<file path="src/rtl/ntt_sched_pkg.sv">
// Shared types and constants for the NTT job sequencer: FSM state encoding,
// error codes and the pair-counter width helper.
package ntt_sched_pkg;

    typedef enum logic [3:0] {
        S_IDLE      = 4'd0,
        S_ARM       = 4'd1,
        S_LOAD      = 4'd2,
        S_WAIT_IN   = 4'd3,
        S_CALC      = 4'd4,
        S_UNLOAD    = 4'd5,
        S_WAIT_DONE = 4'd6,
        S_DONE      = 4'd7,
        S_ERR       = 4'd8
    } state_t;

    localparam logic [1:0] ERR_NONE    = 2'd0;
    localparam logic [1:0] ERR_GAP     = 2'd1;
    localparam logic [1:0] ERR_TIMEOUT = 2'd2;
    localparam logic [1:0] ERR_EARLY   = 2'd3;

    // One extra bit so the counter can hold N_PAIRS itself without wrapping.
    function automatic int pair_cnt_w(input int n);
        return $clog2(n) + 1;
    endfunction

endpackage

</file>
<file path="src/rtl/ntt_sched_wdog.sv">
// Watchdog counter for the NTT job sequencer: cleared by clr, counts while en,
// flags expired on the LIMIT-th counted cycle. Saturates instead of wrapping.
module ntt_sched_wdog #(
    parameter int LIMIT = 8192
) (
    input  logic clk,
    input  logic rst,
    input  logic clr,
    input  logic en,
    output logic expired
);

    localparam int W = $clog2(LIMIT + 1);

    logic [W-1:0] cnt;

    always_ff @(posedge clk or posedge rst) begin
        if (rst) begin
            cnt <= '0;
        end else if (clr) begin
            cnt <= '0;
        end else if (en && cnt != W'(LIMIT)) begin
            cnt <= cnt + 1'b1;
        end
    end

    assign expired = en && (cnt == W'(LIMIT - 1));

endmodule

</file>
<file path="src/rtl/ntt_job_sched.sv">
// Job-level sequencer in front of the single-butterfly Kyber NTT/INTT core.
// Optional watchdog in WAIT_IN/CALC/WAIT_DONE is built when NTT_SCHED_TIMEOUT_EN is defined.
module ntt_job_sched
    import ntt_sched_pkg::*;
#(
    parameter int DW          = 16,
    parameter int N_PAIRS     = 128,
    parameter int TIMEOUT_CYC = 8192
) (
    input  logic          clk,
    input  logic          rst,
    input  logic          job_valid,
    input  logic          job_mode,
    output logic          job_ready,
    input  logic          in_valid,
    input  logic [DW-1:0] in_a,
    input  logic [DW-1:0] in_b,
    output logic          in_ready,
    output logic          out_valid,
    output logic [DW-1:0] out_a,
    output logic [DW-1:0] out_b,
    output logic          out_last,
    output logic          core_start,
    output logic          core_mode,
    output logic          core_we,
    output logic [DW-1:0] core_da,
    output logic [DW-1:0] core_db,
    input  logic          core_in_done,
    input  logic          core_cal_done,
    input  logic          core_done,
    input  logic [DW-1:0] core_q1,
    input  logic [DW-1:0] core_q2,
    output logic          busy,
    output logic          job_done,
    output logic          err,
    output logic [1:0]    err_code,
    input  logic          err_clr,
    output logic [3:0]    state_dbg
);

    localparam int             CW   = pair_cnt_w(N_PAIRS);
    localparam logic [CW-1:0]  LAST = CW'(N_PAIRS - 1);

    // Handshakes: a beat transfers on a rising clk edge where valid && ready.
    // job_*: ready only in IDLE. in_*: ready only in LOAD, and the core's
    // free-running address counter makes any gap in LOAD a protocol error.
    // out_*: no backpressure; out_valid simply follows core_cal_done in UNLOAD.

    state_t        state, nxt;
    logic [1:0]    code_nxt;
    logic [CW-1:0] pair_cnt;
    logic          cal_d;
    logic          wd_expired;

`ifdef NTT_SCHED_TIMEOUT_EN
    logic wd_en;
    assign wd_en = (state == S_WAIT_IN) || (state == S_CALC) || (state == S_WAIT_DONE);

    ntt_sched_wdog #(.LIMIT(TIMEOUT_CYC)) u_wdog (
        .clk     (clk),
        .rst     (rst),
        .clr     (state == S_ARM),
        .en      (wd_en),
        .expired (wd_expired)
    );
`else
    // No watchdog in this build; the comparison is constant-false.
    assign wd_expired = (TIMEOUT_CYC < 0);
`endif

    assign core_we   = in_ready && in_valid;
    assign core_da   = core_we ? in_a : '0;
    assign core_db   = core_we ? in_b : '0;
    assign out_valid = (state == S_UNLOAD) && core_cal_done;
    assign out_a     = out_valid ? core_q1 : '0;
    assign out_b     = out_valid ? core_q2 : '0;
    assign out_last  = out_valid && (pair_cnt == LAST);
    assign state_dbg = state;

    always_comb begin
        nxt      = state;
        code_nxt = ERR_NONE;
        unique case (state)
            S_IDLE: begin
                if (core_cal_done) begin
                    nxt = S_ERR; code_nxt = ERR_EARLY;
                end else if (job_valid && job_ready) begin
                    nxt = S_ARM;
                end
            end
            S_ARM: begin
                if (core_cal_done) begin
                    nxt = S_ERR; code_nxt = ERR_EARLY;
                end else begin
                    nxt = S_LOAD;
                end
            end
            S_LOAD: begin
                if (core_cal_done) begin
                    nxt = S_ERR; code_nxt = ERR_EARLY;
                end else if (!in_valid) begin
                    nxt = S_ERR; code_nxt = ERR_GAP;
                end else if (pair_cnt == LAST) begin
                    nxt = S_WAIT_IN;
                end
            end
            S_WAIT_IN: begin
                if (wd_expired) begin
                    nxt = S_ERR; code_nxt = ERR_TIMEOUT;
                end else if (core_in_done) begin
                    nxt = S_CALC;
                end
            end
            S_CALC: begin
                if (wd_expired) begin
                    nxt = S_ERR; code_nxt = ERR_TIMEOUT;
                end else if (core_cal_done && !cal_d) begin
                    nxt = S_UNLOAD;
                end
            end
            S_UNLOAD: begin
                if (out_last) nxt = S_WAIT_DONE;
            end
            S_WAIT_DONE: begin
                if (wd_expired) begin
                    nxt = S_ERR; code_nxt = ERR_TIMEOUT;
                end else if (core_done) begin
                    nxt = S_DONE;
                end
            end
            S_DONE:  nxt = S_IDLE;
            S_ERR:   if (err_clr) nxt = S_IDLE;
            default: nxt = S_IDLE;
        endcase
    end

    // Flag outputs are registered from the next state so they line up with it.
    always_ff @(posedge clk or posedge rst) begin
        if (rst) begin
            state      <= S_IDLE;
            pair_cnt   <= '0;
            cal_d      <= 1'b0;
            job_ready  <= 1'b1;
            in_ready   <= 1'b0;
            core_start <= 1'b0;
            core_mode  <= 1'b0;
            busy       <= 1'b0;
            job_done   <= 1'b0;
            err        <= 1'b0;
            err_code   <= ERR_NONE;
        end else begin
            state <= nxt;
            cal_d <= core_cal_done;

            if (nxt == S_ARM || (nxt == S_CALC && state != S_CALC)) begin
                pair_cnt <= '0;
            end else if (core_we || out_valid) begin
                pair_cnt <= pair_cnt + 1'b1;
            end

            job_ready  <= (nxt == S_IDLE);
            in_ready   <= (nxt == S_LOAD);
            core_start <= (nxt == S_ARM);
            job_done   <= (nxt == S_DONE);
            busy       <= (nxt != S_IDLE);

            if (nxt == S_IDLE || nxt == S_ERR) begin
                core_mode <= 1'b0;
            end else if (state == S_IDLE) begin
                core_mode <= job_mode;
            end

            // First error wins: the code is captured on entry and held in ERR.
            err <= (nxt == S_ERR);
            if (nxt != S_ERR) begin
                err_code <= ERR_NONE;
            end else if (state != S_ERR) begin
                err_code <= code_nxt;
            end
        end
    end

endmodule

</file>
<file path="config.mk">
export PLATFORM = sky130hd
export DESIGN_NAME = ntt_job_sched
export DESIGN_NICKNAME = d
export VERILOG_FILES = /design/src/rtl/ntt_sched_pkg.sv /design/src/rtl/ntt_sched_wdog.sv /design/src/rtl/ntt_job_sched.sv
export SDC_FILE = /design/constraint.sdc
export NUM_CORES = 1
export LEC_CHECK = 0
export CAP_MARGIN = 20
export CORE_ASPECT_RATIO = 0.75
export CORE_MARGIN = 2
export CORE_UTILIZATION = 33
export DETAILED_ROUTE_END_ITERATION = 12
export PLACE_DENSITY = 0.88
export SYNTH_ARGS = -nofsm -noshare
export SYNTH_HDL_FRONTEND = slang
export SYNTH_SLANG_ARGS = --single-unit
</file>
<file path="constraint.sdc">
create_clock -name clk -period 2.46 [get_ports clk]
set_input_delay 0.246 -clock clk [delete_from_list [all_inputs] [get_ports clk]]
set_output_delay 0.246 -clock clk [all_outputs]
set_load 0.02 [all_outputs]
</file>
# ---- Word level (Yosys, flattened, before mapping)
# Cells that the tools add are included.
# W data, S select, Z words.
dict set report word_totals {
  regBits 22
  inputBits 73
  output_inout_bits 80
}
dict set report op_classes {
  n_addsub 1
  eq_ne 16
  mux 26
  reduce_logical 17
}
# cell n
set ops {}
lappend ops {{$mux W16} 4}
lappend ops {{$mux W4} 11}
lappend ops {{$pmux W4 S8} 1}
lappend ops {{$eq A4 B3 Y1 const B} 5}
lappend ops {{$mux W8} 2}
lappend ops {{$eq A4 B2 Y1 const B} 3}
lappend ops {{$add A8 B1 Y8 const B} 1}
lappend ops {{$eq A4 B1 Y1 const B} 2}
lappend ops {{$eq A4 B4 Y1 const B} 2}
lappend ops {{$eq A8 B7 Y1 const B} 1}
lappend ops {{$logic_not A4 Y1} 2}
lappend ops {{$mux W2} 4}
lappend ops {{$ne A4 B4 Y1 const B} 2}
lappend ops {{$logic_and A1 B1 Y1} 6}
lappend ops {{$reduce_bool A2 Y1} 3}
lappend ops {{$ne A4 B3 Y1 const B} 1}
lappend ops {{$pmux W2 S2} 1}
lappend ops {{$reduce_bool A4 Y1} 1}
lappend ops {{$logic_or A1 B1 Y1} 3}
lappend ops {{$mux W1} 3}
lappend ops {{$reduce_or A2 Y1} 1}
lappend ops {{$logic_not A1 Y1} 1}

# ---- Logic depth before layout (Yosys ltp)
dict set report depth {
  word_depth 9
  mapped_depth 7
  depth_no_buf 7
}

# ---- Worst setup path after synthesis
# Ideal clock, no wire load.
dict set report synth_path {
  path_type {register to register}
  start {register state[1] (netlist: state_dbg[1])}
  end {register core_mode}
  arrival_ns 1.644
  required_time_ns 2.361
  path_slack_ns 0.717
  stages_incl_launch_ff 7
  path_buffers 1
  synth_period_minus_slack_ns 1.743
  path_cell_list {dfrtp_1 > buf_6 > and4bb_4 > and2_4 > and2_4 > nor3_4 > a311oi_1}
}
dict set report synth_via {
  elab_chain_cells 8
}
# item line_no
set synth_lines {}
lappend synth_lines {{start: declaration} ntt_job_sched.sv:49} ;# state_t state, nxt;
lappend synth_lines {{start signal: assignment} ntt_job_sched.sv:152} ;# state <= nxt;
lappend synth_lines {{$eq A4 B3 Y1 *} ntt_job_sched.sv:74} ;# assign out_valid = (state == S_UNLOAD) && core_cal_done;
lappend synth_lines {{$logic_and A1 B1 Y1 *} ntt_job_sched.sv:74}
lappend synth_lines {{net out_valid} ntt_job_sched.sv:19} ;# output logic out_valid,
lappend synth_lines {{$logic_and A1 B1 Y1 *} ntt_job_sched.sv:77} ;# assign out_last = out_valid && (pair_cnt == LAST);
lappend synth_lines {{net out_last} ntt_job_sched.sv:22} ;# output logic out_last,
lappend synth_lines {{$mux W4 *} ntt_job_sched.sv:122} ;# if (out_last) nxt = S_WAIT_DONE;
lappend synth_lines {{$pmux W4 S8 *} ntt_job_sched.sv:83} ;# unique case (state)
lappend synth_lines {{$eq A4 B4 Y1 or $logic_not A4 Y1 (tied branches)} ntt_job_sched.sv:167} ;# if (nxt == S_IDLE || nxt == S_ERR) begin
lappend synth_lines {{$logic_or A1 B1 Y1 *} ntt_job_sched.sv:167}
lappend synth_lines {{$mux W1 or $reduce_bool A2 Y1 (tied branches)} n/a}
lappend synth_lines {{end signal: assignment} ntt_job_sched.sv:170} ;# core_mode <= job_mode;
lappend synth_lines {{end: declaration} ntt_job_sched.sv:24} ;# output logic core_mode,
# The timed path passes the listed nets; every way through them passes the cells marked *.
# A chain may end at the register's enable or synchronous reset.

# ---- Final worst setup path
dict set report layout_path {
  start {register state[1] (netlist: state_dbg[1])}
  end {output port out_b[15]}
}
dict set report layout_via {
  elab_chain_cells 3
}
# item line_no
set layout_lines {}
lappend layout_lines {{$eq A4 B3 Y1} ntt_job_sched.sv:74}
lappend layout_lines {{$logic_and A1 B1 Y1} ntt_job_sched.sv:74}
lappend layout_lines {{$mux W16} ntt_job_sched.sv:76} ;# assign out_b = out_valid ? core_q2 : '0;
lappend layout_lines {{end: declaration} ntt_job_sched.sv:21} ;# output logic [DW-1:0] out_b,
# No other way between the ends.

==> metrics.txt <==
# TYPE chip_impl_metric gauge
chip_impl_info{name="setup.worst_path.class",value="flip-flop to output pin"} 1
chip_impl_info{name="setup.worst_path.end_class",value="output pin"} 1
chip_impl_metric{name="drt_first_iter_violations",unit=""} 49
chip_impl_metric{name="synth_seq_area_share",unit="%"} 34.6
chip_impl_metric{name="fin_tns_setup",unit="ns"} 0
chip_impl_metric{name="die_w",unit="um"} 84.3
chip_impl_metric{name="maxCapViolations",unit=""} 0
chip_impl_metric{name="post-dp-hpwl",unit="um"} 5040
chip_impl_metric{name="report.final.setup_viol",unit=""} 0
chip_impl_metric{name="synth_compound_area_share",unit="%"} 8.31
chip_impl_metric{name="placement.io_buffers",unit=""} 152
chip_impl_metric{name="grt_max_degree",unit=""} 36
chip_impl_metric{name="drv_slew",unit=""} 0
chip_impl_metric{name="floorplan.die_area",unit="um^2"} 5410
chip_impl_metric{name="cp_data_required_time",unit="ns"} 2.21
chip_impl_metric{name="cts_hold_buf",unit=""} 0
chip_impl_metric{name="number_of_cell_instances_on_the_worst_register_to_register_path",unit=""} 6
chip_impl_metric{name="finish.net_count",unit=""} 410
chip_impl_metric{name="fraction_of_synthesized_cell_area_in_xor_and_xnor_cells",unit="%"} 3.29
chip_impl_metric{name="post_synth_mux_area_share",unit="%"} 1.88
chip_impl_metric{name="leakage",unit="uW"} 0.00171
chip_impl_metric{name="p_total",unit="uW"} 1140
chip_impl_metric{name="place_congestion",unit=""} 0.808
chip_impl_metric{name="count_of_flip_flops_with_a_built_in_enable_after_synthesis",unit=""} 0
chip_impl_metric{name="clk_pin_slew_worst_paths",unit="ns"} 0.08
chip_impl_metric{name="area_growth_syn_to_layout",unit="%"} 106
chip_impl_metric{name="diodes",unit=""} 0
chip_impl_metric{name="clockBufferDepth",unit=""} 2
chip_impl_metric{name="cellPowerDensity",unit="nW/um^2"} 348
chip_impl_info{name="clockRootBuffer",value="sky130_fd_sc_hd__clkbuf_8"} 1
chip_impl_metric{name="synthAdderAreaFrac",unit="%"} 0.784
chip_impl_metric{name="cts.htree.levels",unit=""} 1
chip_impl_metric{name="finalHoldViolations",unit=""} 0
chip_impl_metric{name="finalHoldWorstSlack",unit="ns"} 0.453
chip_impl_metric{name="synth.cell_area",unit="um^2"} 1600
chip_impl_metric{name="boundaryPins",unit=""} 153
chip_impl_metric{name="max_fanout_on_critical_path",unit=""} 32
chip_impl_info{name="postSynth.topFlopCell",value="sky130_fd_sc_hd__dfrtp_1"} 1
chip_impl_metric{name="post_cts_resize_count",unit=""} 2
chip_impl_info{name="worst_hold_path_type",value="input port to asynchronous set/reset pin"} 1
chip_impl_info{name="cts_tree",value="done"} 1
chip_impl_metric{name="syn_nets",unit=""} 262
chip_impl_metric{name="fp.coreArea",unit="um^2"} 4550
chip_impl_info{name="run_status",value="completed"} 1
chip_impl_metric{name="avgViaCountPerCell",unit=""} 5.17
chip_impl_metric{name="utilization_of_the_core_after_routing",unit="%"} 72.1
chip_impl_info{name="most-common-layout-cells",value="143 x sky130_fd_sc_hd__clkdlybuf4s50_1, 65 x sky130_fd_sc_hd__and3_1, 20 x sky130_fd_sc_hd__dfrtp_1, 16 x sky130_fd_sc_hd__nor2_1"} 1
chip_impl_metric{name="max_clock_skew",unit="ns"} 0.00250
chip_impl_metric{name="async_flop_share",unit="%"} 100
chip_impl_metric{name="worstSkewPairLatency",unit="ns"} 0.26
chip_impl_metric{name="slew_at_the_pin_with_the_worst_max_slew_slack",unit="ns"} 0.846
chip_impl_metric{name="max_freq",unit="GHz"} 0.420
chip_impl_metric{name="initial_antenna_violation_count",unit=""} 0
chip_impl_metric{name="firstDrtPassIters",unit=""} 4
chip_impl_metric{name="critPathArrivalTime",unit="ns"} 2.13
chip_impl_info{name="critPathLaunchType",value="flip-flop"} 1
chip_impl_metric{name="start_util",unit="%"} 35.1
chip_impl_metric{name="post_synthesis_simple_gate_area_fraction",unit="%"} 44.9
chip_impl_metric{name="drt_wl_total",unit="um"} 6430
chip_impl_metric{name="num_vias",unit=""} 2026
chip_impl_metric{name="first_global_vias",unit=""} 1896
chip_impl_metric{name="postRouteAntennaNets",unit=""} 0
chip_impl_metric{name="fp-row-count",unit=""} 21
chip_impl_metric{name="globalRoute.totalOverflow",unit=""} 0
chip_impl_metric{name="die_height",unit="um"} 64.2
chip_impl_metric{name="max-slew-margin-rel",unit="%"} 43.5
chip_impl_metric{name="total_cts_buffers",unit=""} 3
chip_impl_metric{name="synthesis.area_per_instance",unit="um^2"} 8.49
chip_impl_metric{name="ys_seq_elements",unit=""} 22
chip_impl_metric{name="ir_drop_worst_vdd",unit="mV"} 0.357
chip_impl_metric{name="number_of_standard_cells_after_synthesis",unit=""} 188
chip_impl_metric{name="wire_per_inst",unit="um"} 16.4
chip_impl_metric{name="grt_first_pass_wirelength",unit="um"} 9700
chip_impl_metric{name="synth.lib_cells_used.distinct",unit=""} 43
chip_impl_metric{name="yosys_warnings",unit=""} 0
chip_impl_info{name="final_common_cell",value="sky130_fd_sc_hd__clkdlybuf4s50_1"} 1
chip_impl_metric{name="clock_sinks",unit=""} 22
chip_impl_metric{name="fin_crit",unit="ns"} 2.38
chip_impl_metric{name="grt_util_all_layers",unit="%"} 22.0
chip_impl_info{name="rsz0062_at_grt",value="no"} 1
chip_impl_metric{name="finalCritPeriodShare",unit="%"} 96.7
chip_impl_metric{name="drive_above_1_share",unit="%"} 6.57
chip_impl_metric{name="post-cts-setup-buffers",unit=""} 0
chip_impl_info{name="synth_top_family_by_area",value="simple AND/OR/NAND/NOR gates"} 1
chip_impl_metric{name="route.detailed.drc",unit=""} 0
## worst paths after layout
kind / from / end / slack, ns
setup / recovery: state_dbg[1] / out_b[15] / 0.08
hold reg to reg: pair_cnt[6] / pair_cnt[6] / 0.56
min in group clk: pair_cnt[6] / pair_cnt[6] / 0.56
max in group asynchronous: rst / state_dbg[1] / 1.43
setup reg to reg: state_dbg[2] / core_mode / 0.66
hold / removal: rst / pair_cnt[5] / 0.45
## power breakdown
part / internal (uW) / total (uW) / switching (uW) / leakage [uW]
Combinational: 240 / 438 / 199 / 0.00139
Sequential: 413 / 445 / 32.1 / 0.000290
Clock: 143 / 259 / 116 / 0.0000288
Total: 795 / 1140 / 347 / 0.00171
## sequential cells by signal, summed over array words and instances (netlist names)
name	cells
state_dbg	4
job_done	1
pair_cnt	8
job_ready	1
core_start	1
err	1
busy	1
err_code	2
cal_d	1
core_mode	1
in_ready	1
## cells by family (layout without fill, tap and decap cells)
family	count (synthesis)	count (layout)
buffers and inverters	22	169
and+or+nand+nor	117	117
muxes	3	3
AOI/OAI and AO/OA	17	17
DFF	22	22
adders and majority gates	1	1
xor gates and xnor gates	6	6
## critical path, cell delays in order, from the launching register on
cell                              delay, ns
sky130_fd_sc_hd__dfrtp_2               0.48
sky130_fd_sc_hd__and4bb_4              0.41
sky130_fd_sc_hd__buf_8                 0.19
sky130_fd_sc_hd__and3_2                0.19
sky130_fd_sc_hd__clkdlybuf4s50_1       0.59
## final cells by class
class                      count  area [um^2]
multi-input combinational    144          948
inverter                       5         18.8
sequential                    22          553
fill                         347         1270
timing repair buffer         160         1630
tap                           57         71.3
clock buffer                   4         55.1
## Yosys cell counts (all sizes together), types with 2 or more instances
library cell	n	area, um^2
inv	5	18.8
and2	3	23.8
a22oi	2	15.0
mux2i	3	30.0
xnor2	4	35.0
dfrtp	21	526
xor2	2	17.5
a21oi	3	26.3
nor2b	3	18.8
a2bb2oi	2	17.5
nand3	5	25.0
nor3	5	36.3
buf	3	27.5
nand3b	2	15.0
o21ai	3	15.0
and3	66	414
nor2	16	60.1
clkbuf	14	53.8
nand2	8	30.0
## metrics by stage
step           instance area (um^2)  std cells  worst slack [ns]
4_1_cts                        3250        392            0.0302
3_5_place_dp                   3190        388             0.246
2_1_floorplan                  1600        188             0.717
6_report                       3280        392            0.0806
5_1_grt                        3280        392            0.0264
3_3_place_gp                   3190        388             0.286
## layer usage
metal	track usage, %	part of all wire, %
met1	26.7	40
met2	40.1	51
met3	4.52	7.6
met4	5.04	2.3
met5	0	0
(Power assumes the default switching activity.)
